==> src/rtl/midi_pkg.sv <==
// Shared types and constants for the MIDI note decoder: state encoding,
// status nibbles and the velocity-to-level scaling.
package midi_pkg;

    typedef enum logic [1:0] {
        S_IDLE = 2'd0,
        S_KEY  = 2'd1,
        S_VEL  = 2'd2
    } state_e;

    localparam logic [3:0] MIDI_NOTE_ON  = 4'h9;
    localparam logic [3:0] MIDI_NOTE_OFF = 4'h8;
    localparam logic [7:0] MIDI_RT_MIN   = 8'hF8;

    // Replicating velocity spreads 0..127 across the full 18-bit range (127 -> 0x3FFFF).
    function automatic logic [17:0] vel_to_level(input logic [6:0] vel);
        return {vel, vel, vel[6:3]};
    endfunction

endpackage

==> src/rtl/midi_note_decoder.sv <==
// Monophonic MIDI note-on/note-off parser producing envelope strobes, key and level.
// Optional running status is enabled with `define MIDI_RUNNING_STATUS_EN.
//
// state  | meaning
// S_IDLE | waiting for a status byte (or running-status key)
// S_KEY  | note status seen, waiting for key byte
// S_VEL  | key latched, waiting for velocity byte
module midi_note_decoder
    import midi_pkg::*;
#(
    parameter logic [3:0] CHANNEL = 4'd0
) (
    input  logic        clk,
    input  logic        rst_b,
    input  logic        rx_valid,
    input  logic [7:0]  rx_data,
    output logic        rx_ready,
    output logic        note_on,
    output logic        note_off,
    output logic        gate,
    output logic [6:0]  key,
    output logic [17:0] level
);

    state_e      state_q, state_d;
    logic        kind_on_q, kind_on_d;
    logic [6:0]  pend_key_q, pend_key_d;
    logic        rx_ready_q;
    logic        note_on_q, note_on_d;
    logic        note_off_q, note_off_d;
    logic        gate_q, gate_d;
    logic [6:0]  key_q, key_d;
    logic [17:0] level_q, level_d;
    logic        rs_valid;
    logic        byte_acc;
    logic        is_note_status;

`ifdef MIDI_RUNNING_STATUS_EN
    logic rs_valid_q, rs_valid_d;
    assign rs_valid = rs_valid_q;
`else
    assign rs_valid = 1'b0;
`endif

    // Real-time bytes are dropped here so they cannot disturb any state.
    assign byte_acc       = rx_valid && rx_ready_q && (rx_data < MIDI_RT_MIN);
    assign is_note_status = ((rx_data[7:4] == MIDI_NOTE_ON) || (rx_data[7:4] == MIDI_NOTE_OFF))
                            && (rx_data[3:0] == CHANNEL);

    always_comb begin
        state_d    = state_q;
        kind_on_d  = kind_on_q;
        pend_key_d = pend_key_q;
        note_on_d  = 1'b0;
        note_off_d = 1'b0;
        gate_d     = gate_q;
        key_d      = key_q;
        level_d    = level_q;
`ifdef MIDI_RUNNING_STATUS_EN
        rs_valid_d = rs_valid_q;
`endif
        if (byte_acc) begin
            if (rx_data[7]) begin
                if (is_note_status) begin
                    state_d   = S_KEY;
                    kind_on_d = (rx_data[7:4] == MIDI_NOTE_ON);
`ifdef MIDI_RUNNING_STATUS_EN
                    rs_valid_d = 1'b1;
`endif
                end else begin
                    state_d = S_IDLE;
`ifdef MIDI_RUNNING_STATUS_EN
                    rs_valid_d = 1'b0;
`endif
                end
            end else begin
                unique case (state_q)
                    S_IDLE: begin
                        if (rs_valid) begin
                            pend_key_d = rx_data[6:0];
                            state_d    = S_VEL;
                        end
                    end
                    S_KEY: begin
                        pend_key_d = rx_data[6:0];
                        state_d    = S_VEL;
                    end
                    S_VEL: begin
                        state_d = S_IDLE;
                        if (kind_on_q && (rx_data[6:0] != 7'd0)) begin
                            note_on_d = 1'b1;
                            gate_d    = 1'b1;
                            key_d     = pend_key_q;
                            level_d   = vel_to_level(rx_data[6:0]);
                        end else if (gate_q && (pend_key_q == key_q)) begin
                            note_off_d = 1'b1;
                            gate_d     = 1'b0;
                        end
                    end
                    default: state_d = S_IDLE;
                endcase
            end
        end
    end

    always_ff @(posedge clk or negedge rst_b) begin
        if (!rst_b) begin
            state_q    <= S_IDLE;
            kind_on_q  <= 1'b0;
            pend_key_q <= 7'd0;
            rx_ready_q <= 1'b0;
            note_on_q  <= 1'b0;
            note_off_q <= 1'b0;
            gate_q     <= 1'b0;
            key_q      <= 7'd0;
            level_q    <= 18'd0;
        end else begin
            state_q    <= state_d;
            kind_on_q  <= kind_on_d;
            pend_key_q <= pend_key_d;
            rx_ready_q <= 1'b1;
            note_on_q  <= note_on_d;
            note_off_q <= note_off_d;
            gate_q     <= gate_d;
            key_q      <= key_d;
            level_q    <= level_d;
        end
    end

`ifdef MIDI_RUNNING_STATUS_EN
    always_ff @(posedge clk or negedge rst_b) begin
        if (!rst_b) begin
            rs_valid_q <= 1'b0;
        end else begin
            rs_valid_q <= rs_valid_d;
        end
    end
`endif

    assign rx_ready = rx_ready_q;
    assign note_on  = note_on_q;
    assign note_off = note_off_q;
    assign gate     = gate_q;
    assign key      = key_q;
    assign level    = level_q;

endmodule

==> config.mk <==
export PLATFORM = sky130hd
export DESIGN_NAME = midi_note_decoder
export DESIGN_NICKNAME = d
export VERILOG_FILES = /design/src/rtl/midi_pkg.sv /design/src/rtl/midi_note_decoder.sv
export SDC_FILE = /design/constraint.sdc
export NUM_CORES = 1
export LEC_CHECK = 0
export BUFFER_PORTS_ARGS = -buffer_cell sky130_fd_sc_hd__buf_2
export CORE_MARGIN = 5
export CORE_UTILIZATION = 50
export CTS_BUF_LIST = sky130_fd_sc_hd__clkbuf_16
export CTS_CLUSTER_SIZE = 12
export DETAILED_ROUTE_END_ITERATION = 10
export PLACE_DENSITY_LB_ADDON = 0.15
export SKIP_LAST_GASP = 1
export SYNTH_ARGS = -nofsm -noshare
export SYNTH_HDL_FRONTEND = slang
export SYNTH_SLANG_ARGS = --single-unit
==> constraint.sdc <==
create_clock -name clk -period 2.1 [get_ports clk]
set_input_delay 0.315 -clock clk [delete_from_list [all_inputs] [get_ports clk]]
set_output_delay 0.315 -clock clk [all_outputs]
set_load 0.01 [all_outputs]
Yosys cells after proc, flatten, opt, wreduce, memory -nomap -nowiden:

Index checks and enable logic that the tools add are counted.

* bits in registers: 39
* output and inout bits: 29
* logic and storage cells: 46

* $lt $le $gt $ge: 1
* equal/unequal tests: 6
* multiplexer cells: 14
* bitwise logic cells: 1
* reductions and logical operators: 15

Operators with widths (count)
* two-way mux 1 bit: 12
* == test 4 bit (second input constant): 2
* less-than comparator 8 bit (second input constant): 1
* AND reduction 4 bit: 2
* == test 7 bit: 1
* nonzero test 7 bit: 1
* AND reduction 3 bit: 2
* logical AND 1 bit: 5
* logical NOT 4 bit: 1
* one-hot mux 2 bit (2 select lines): 1
* == test 2 x 1 -> 1 bit (second input constant): 1
* == test 2 bit (second input constant): 1
* logical NOT 2 bit: 1
* two-way mux 2 bit: 1
* inequality test 2 bit (second input constant): 1
* AND reduction 2 bit: 1
* nonzero test 2 bit: 1
* logical OR 1 bit: 1
* NOT 1 bit: 1

Logic depth before layout (Yosys ltp):

* word-level depth: 7
* gate-level depth with buffers: 5
* depth with buffers taken out: 4

Worst setup path before layout:

Ideal clock, no wire load.

* kind: reg-to-reg
* start point: register rx_ready_q (netlist: rx_ready)
* end point: register key_q[0] (netlist: key[0])
* data arrival time: 1.837 ns
* data required time: 1.975 ns
* setup slack: 0.138 ns
* cell stages (with the launch flop): 6
* path buffers: 1
* period minus slack after synthesis: 1.962 ns
* path through: dfrtp_1 nand2_1 or4b_2 nor2_4 buf_6 mux2_4

* longest elaborated chain between the ends: 3

RTL lines
* start: declaration: line midi_note_decoder.sv:28 `logic rx_ready_q;`
* start signal: assignment: line midi_note_decoder.sv:111 `rx_ready_q <= 1'b0;`
* start signal: assignment: line midi_note_decoder.sv:121 `rx_ready_q <= 1'b1;`
* logical AND 1 bit (2 in series): line midi_note_decoder.sv:46 `assign byte_acc = rx_valid && rx_ready_q && (rx_data < MIDI_RT_MIN);`
* AND reduction 4 bit (no line)
* end signal: assignment: line midi_note_decoder.sv:125 `key_q <= key_d;`
* end: declaration: line midi_note_decoder.sv:32 `logic [6:0] key_q, key_d;`

No other way between the ends.
A chain may end at the register's enable or synchronous reset.

Worst setup path in the final report:

* start point: register rx_ready_q (netlist: rx_ready)
* end point: register level_q[13] (netlist: level[13])

* longest elaborated chain between the ends: 3

RTL lines
* logical AND 1 bit (2 in series): line midi_note_decoder.sv:46
* AND reduction 4 bit (no line)
* end signal: assignment: line midi_note_decoder.sv:126 `level_q <= level_d;`
* end: declaration: line midi_note_decoder.sv:33 `logic [17:0] level_q, level_d;`

No other way between the ends.

==> impl_metrics.csv <==
group,metric,value,unit
critical_path,cp_max_fo,5,
sta,setup_ws,0.144,ns
critical_path,cp-end-kind,"register",
floorplanning,std_cell_rows,18,
clock_network,ctsHoldBuffers,0,
routing,routedWlPerCell,15.1,um
sta,setup_tns,0,ns
clock_network,cts_tree,"yes",
critical_path,critPathSlowestCell,"or4b_2",
power,fin_total_pwr,1.03,mW
routing,via_per_inst,5.04,
grt,grt_pass1_vias,779,
sta,rsz0062_at_grt,"false",
power,combPwrFrac,0.051,
critical_path,worstPathArrival,2.10,ns
cells_and_area,area_growth,19.4,%
critical_path,start_kind,"register",
placed_design,place_area,1470,um2
clock_network,numCtsBuffers,3,
job,drv_cap,0,
power,netSwitchingFraction,0.200,
cells_and_area,nNetsFinal,136,
placed_design,dp_hpwl,1.82,mm
routing,ant_nets,0,
cells_and_area,n_fill_cell,210,
clock_network,cts-htree-levels,1,
routing,first_pass_iters,4,
synth,synth.avg_cell_area,14.7,um2
placed_design,portBuffers,39,
power,p_clk_frac,0.410,
synth,synth.distinct_cells,23,
floorplanning,initial_utilization,0.523,
critical_path,critPathTopFamily,"simple AND/OR/NAND/NOR gates",
clock_network,post_cts_resized,0,
synth,synthesis.area,1290,um2
cells_and_area,finish.utilization,0.624,
sta,finalCritPeriodShare,0.932,
critical_path,critPathBufInv,1,
critical_path,slowest_delay,0.71,ns
power,powerDensity,664,nW/um2
synth,synth-seq-area-share,0.541,
synth,yosysWarnings,0,
critical_path,path_cells,"nand2_1 > or4b_2 > nor2_4 > buf_4 > mux2_2",
clock_network,clock-sinks,28,
critical_path,cp.required,2.24,ns
sta,period_minus_slack,1.96,ns
cells_and_area,diodes,0,
routing,drc,0,
clock_network,clk_pin_slew_worst_paths,0.06,ns
sta,timing.fmax,0.511,GHz
power,seq_power_share,0.539,
power,power.switching,0.206,mW
sta,clock_skew,0.00422,ns
synth,synth_cells,88,
routing,first_iter_violations,13,
sta,max_slew_margin,0.597,
cells_and_area,finalInstanceArea,1550,um2
grt,antenna_found_initial,0,
placed_design,gp_congestion,0.704,
sta,worstMarginPinSlew,0.605,ns
cells_and_area,drive_gt1_frac,0.610,
clock_network,root_buffer,"clkbuf_16",
floorplanning,die_h,60.9,um
clock_network,insertion_delay,0.26,ns
sta,finalHoldViolCount,0,
floorplanning,die_w,60.9,um
floorplanning,core-area,2480,um2
power,power_leakage,0.851,nW
floorplanning,die_area,3710,um2
sta,finalMaxSlewViolations,0,
run_status,outcome,"complete, no violations",
placed_design,pre_cts_slack,0.112,ns
grt,grt_pass1_wl,3.64,mm
clock_network,cts_setup_buffers,0,
synth,ys_seq_elements,28,
grt,grt_max_degree,29,
critical_path,path_class,"reg -> reg",
routing,drt_wl_total,2.31,mm
grt,grt_use_total,0.133,
routing,dr_total_vias,771,
synth,syn_nets,99,
grt,overflow,0,
power,p_int,0.821,mW
floorplanning,ioPinCount,40,
power,peakVddDrop,430,uV
min_path,hold_path_class,"in -> async",
clock_network,ctsLongestPathBuffers,2,
sta,setup_violations,0,
[cell usage in the layout (no fill, tap or decap), types with 2 or more instances in the layout]
cell / count
mux2_4: 9
dfrtp_1: 28
buf_4: 5
and3_1: 2
clkbuf_16: 3
a21o_1: 2
xnor2_1: 7
mux2_2: 13
buf_2: 39
[cell type report]
type / instances / area, um2 / share of cell area
timing repair buffer: 44 / 233 / 0.150
sequential: 28 / 701 / 0.453
inverter: 1 / 3.75 / 0.00243
multi-input combinational: 47 / 497 / 0.321
tap: 30 / 37.5 / 0.0243
clock buffer: 3 / 75.1 / 0.0485
[cell usage after synthesis, drive strengths merged]
| master | instances | share of area |
|---|---|---|
| a21o | 2 | 0.012 |
| a31o | 1 | 0.0068 |
| and3 | 2 | 0.0097 |
| buf | 12 | 0.072 |
| conb | 1 | 0.0029 |
| dfrtp | 28 | 0.54 |
| inv | 1 | 0.0029 |
| mux2 | 22 | 0.22 |
| nand2 | 1 | 0.0029 |
| nand2b | 1 | 0.0048 |
| nand3 | 1 | 0.0039 |
| nand4 | 1 | 0.0048 |
| nor2 | 1 | 0.0087 |
| nor3 | 1 | 0.0039 |
| nor4 | 1 | 0.0048 |
| nor4b | 1 | 0.012 |
| o22ai | 1 | 0.0048 |
| o41ai | 1 | 0.021 |
| or4 | 1 | 0.0087 |
| or4b | 1 | 0.0077 |
| xnor2 | 7 | 0.047 |
[through the flow]
| stage | instances | hold WS [ns] |
|---|---|---|
| 3_5_place_dp | 150 | 0.365 |
| 5_1_grt | 153 | 0.123 |
| 6_report | 153 | 0.0605 |
| 3_3_place_gp | 150 | 0.359 |
| 2_1_floorplan | 88 | 0.0194 |
| 4_1_cts | 153 | 0.0902 |
[state kept, by name (all words and copies together), names as in the netlist]
register and count:
note_off 1, note_on 1, kind_on_q 1, key 7
pend_key_q 7, rx_ready 1, level 7, state_q 2
gate 1
[worst paths after layout]
path / to / slack [ns] / startpoint / cells after the start
worst max-delay path: level[13]$_DFFE_PN0P_ / 0.14 / rx_ready$_DFF_PN0_ / 5
worst min-delay path: level[14]$_DFFE_PN0P_ / 0.06 / rst_b / 1
worst max register to register: level[13]$_DFFE_PN0P_ / 0.14 / rx_ready$_DFF_PN0_ / 5
worst min register to register: state_q[0]$_DFFE_PN0P_ / 0.50 / state_q[0]$_DFFE_PN0P_ / 1
max in group asynchronous: pend_key_q[4]$_DFFE_PN0P_ / 1.64 / rst_b / 1
min in group clk: pend_key_q[6]$_DFFE_PN0P_ / 0.32 / rx_data[6] / 2
[per-layer routing]
metal	routed length, um	GRT usage	part of all wire	vias up
met2	1070	0.206	0.46	28
met4	0	0.0372	0	0
met5	0	0	0	-
met1	1080	0.190	0.47	377
met3	169	0.0277	0.073	0
li1	-	-	-	366
[logic make-up after synthesis]
family,Yosys count,share of synthesized area
flops,28,0.541
mux,22,0.217
other cells,1,0.00290
compound gates,5,0.0444
buf+inv,13,0.0754
xor+xnor,7,0.0473
simple gates,12,0.0715
[power by group through the flow]
stage	combinational, mW	clock, mW	sequential, mW
after floorplan	0.0201	0	0.563
after global placement	0.0534	0	0.563
after detailed placement	0.0546	0	0.563
after CTS	0.0546	0.427	0.553
after global routing	0.0603	0.447	0.554
final	0.0528	0.420	0.553
Power figures use the tool's default switching activity.
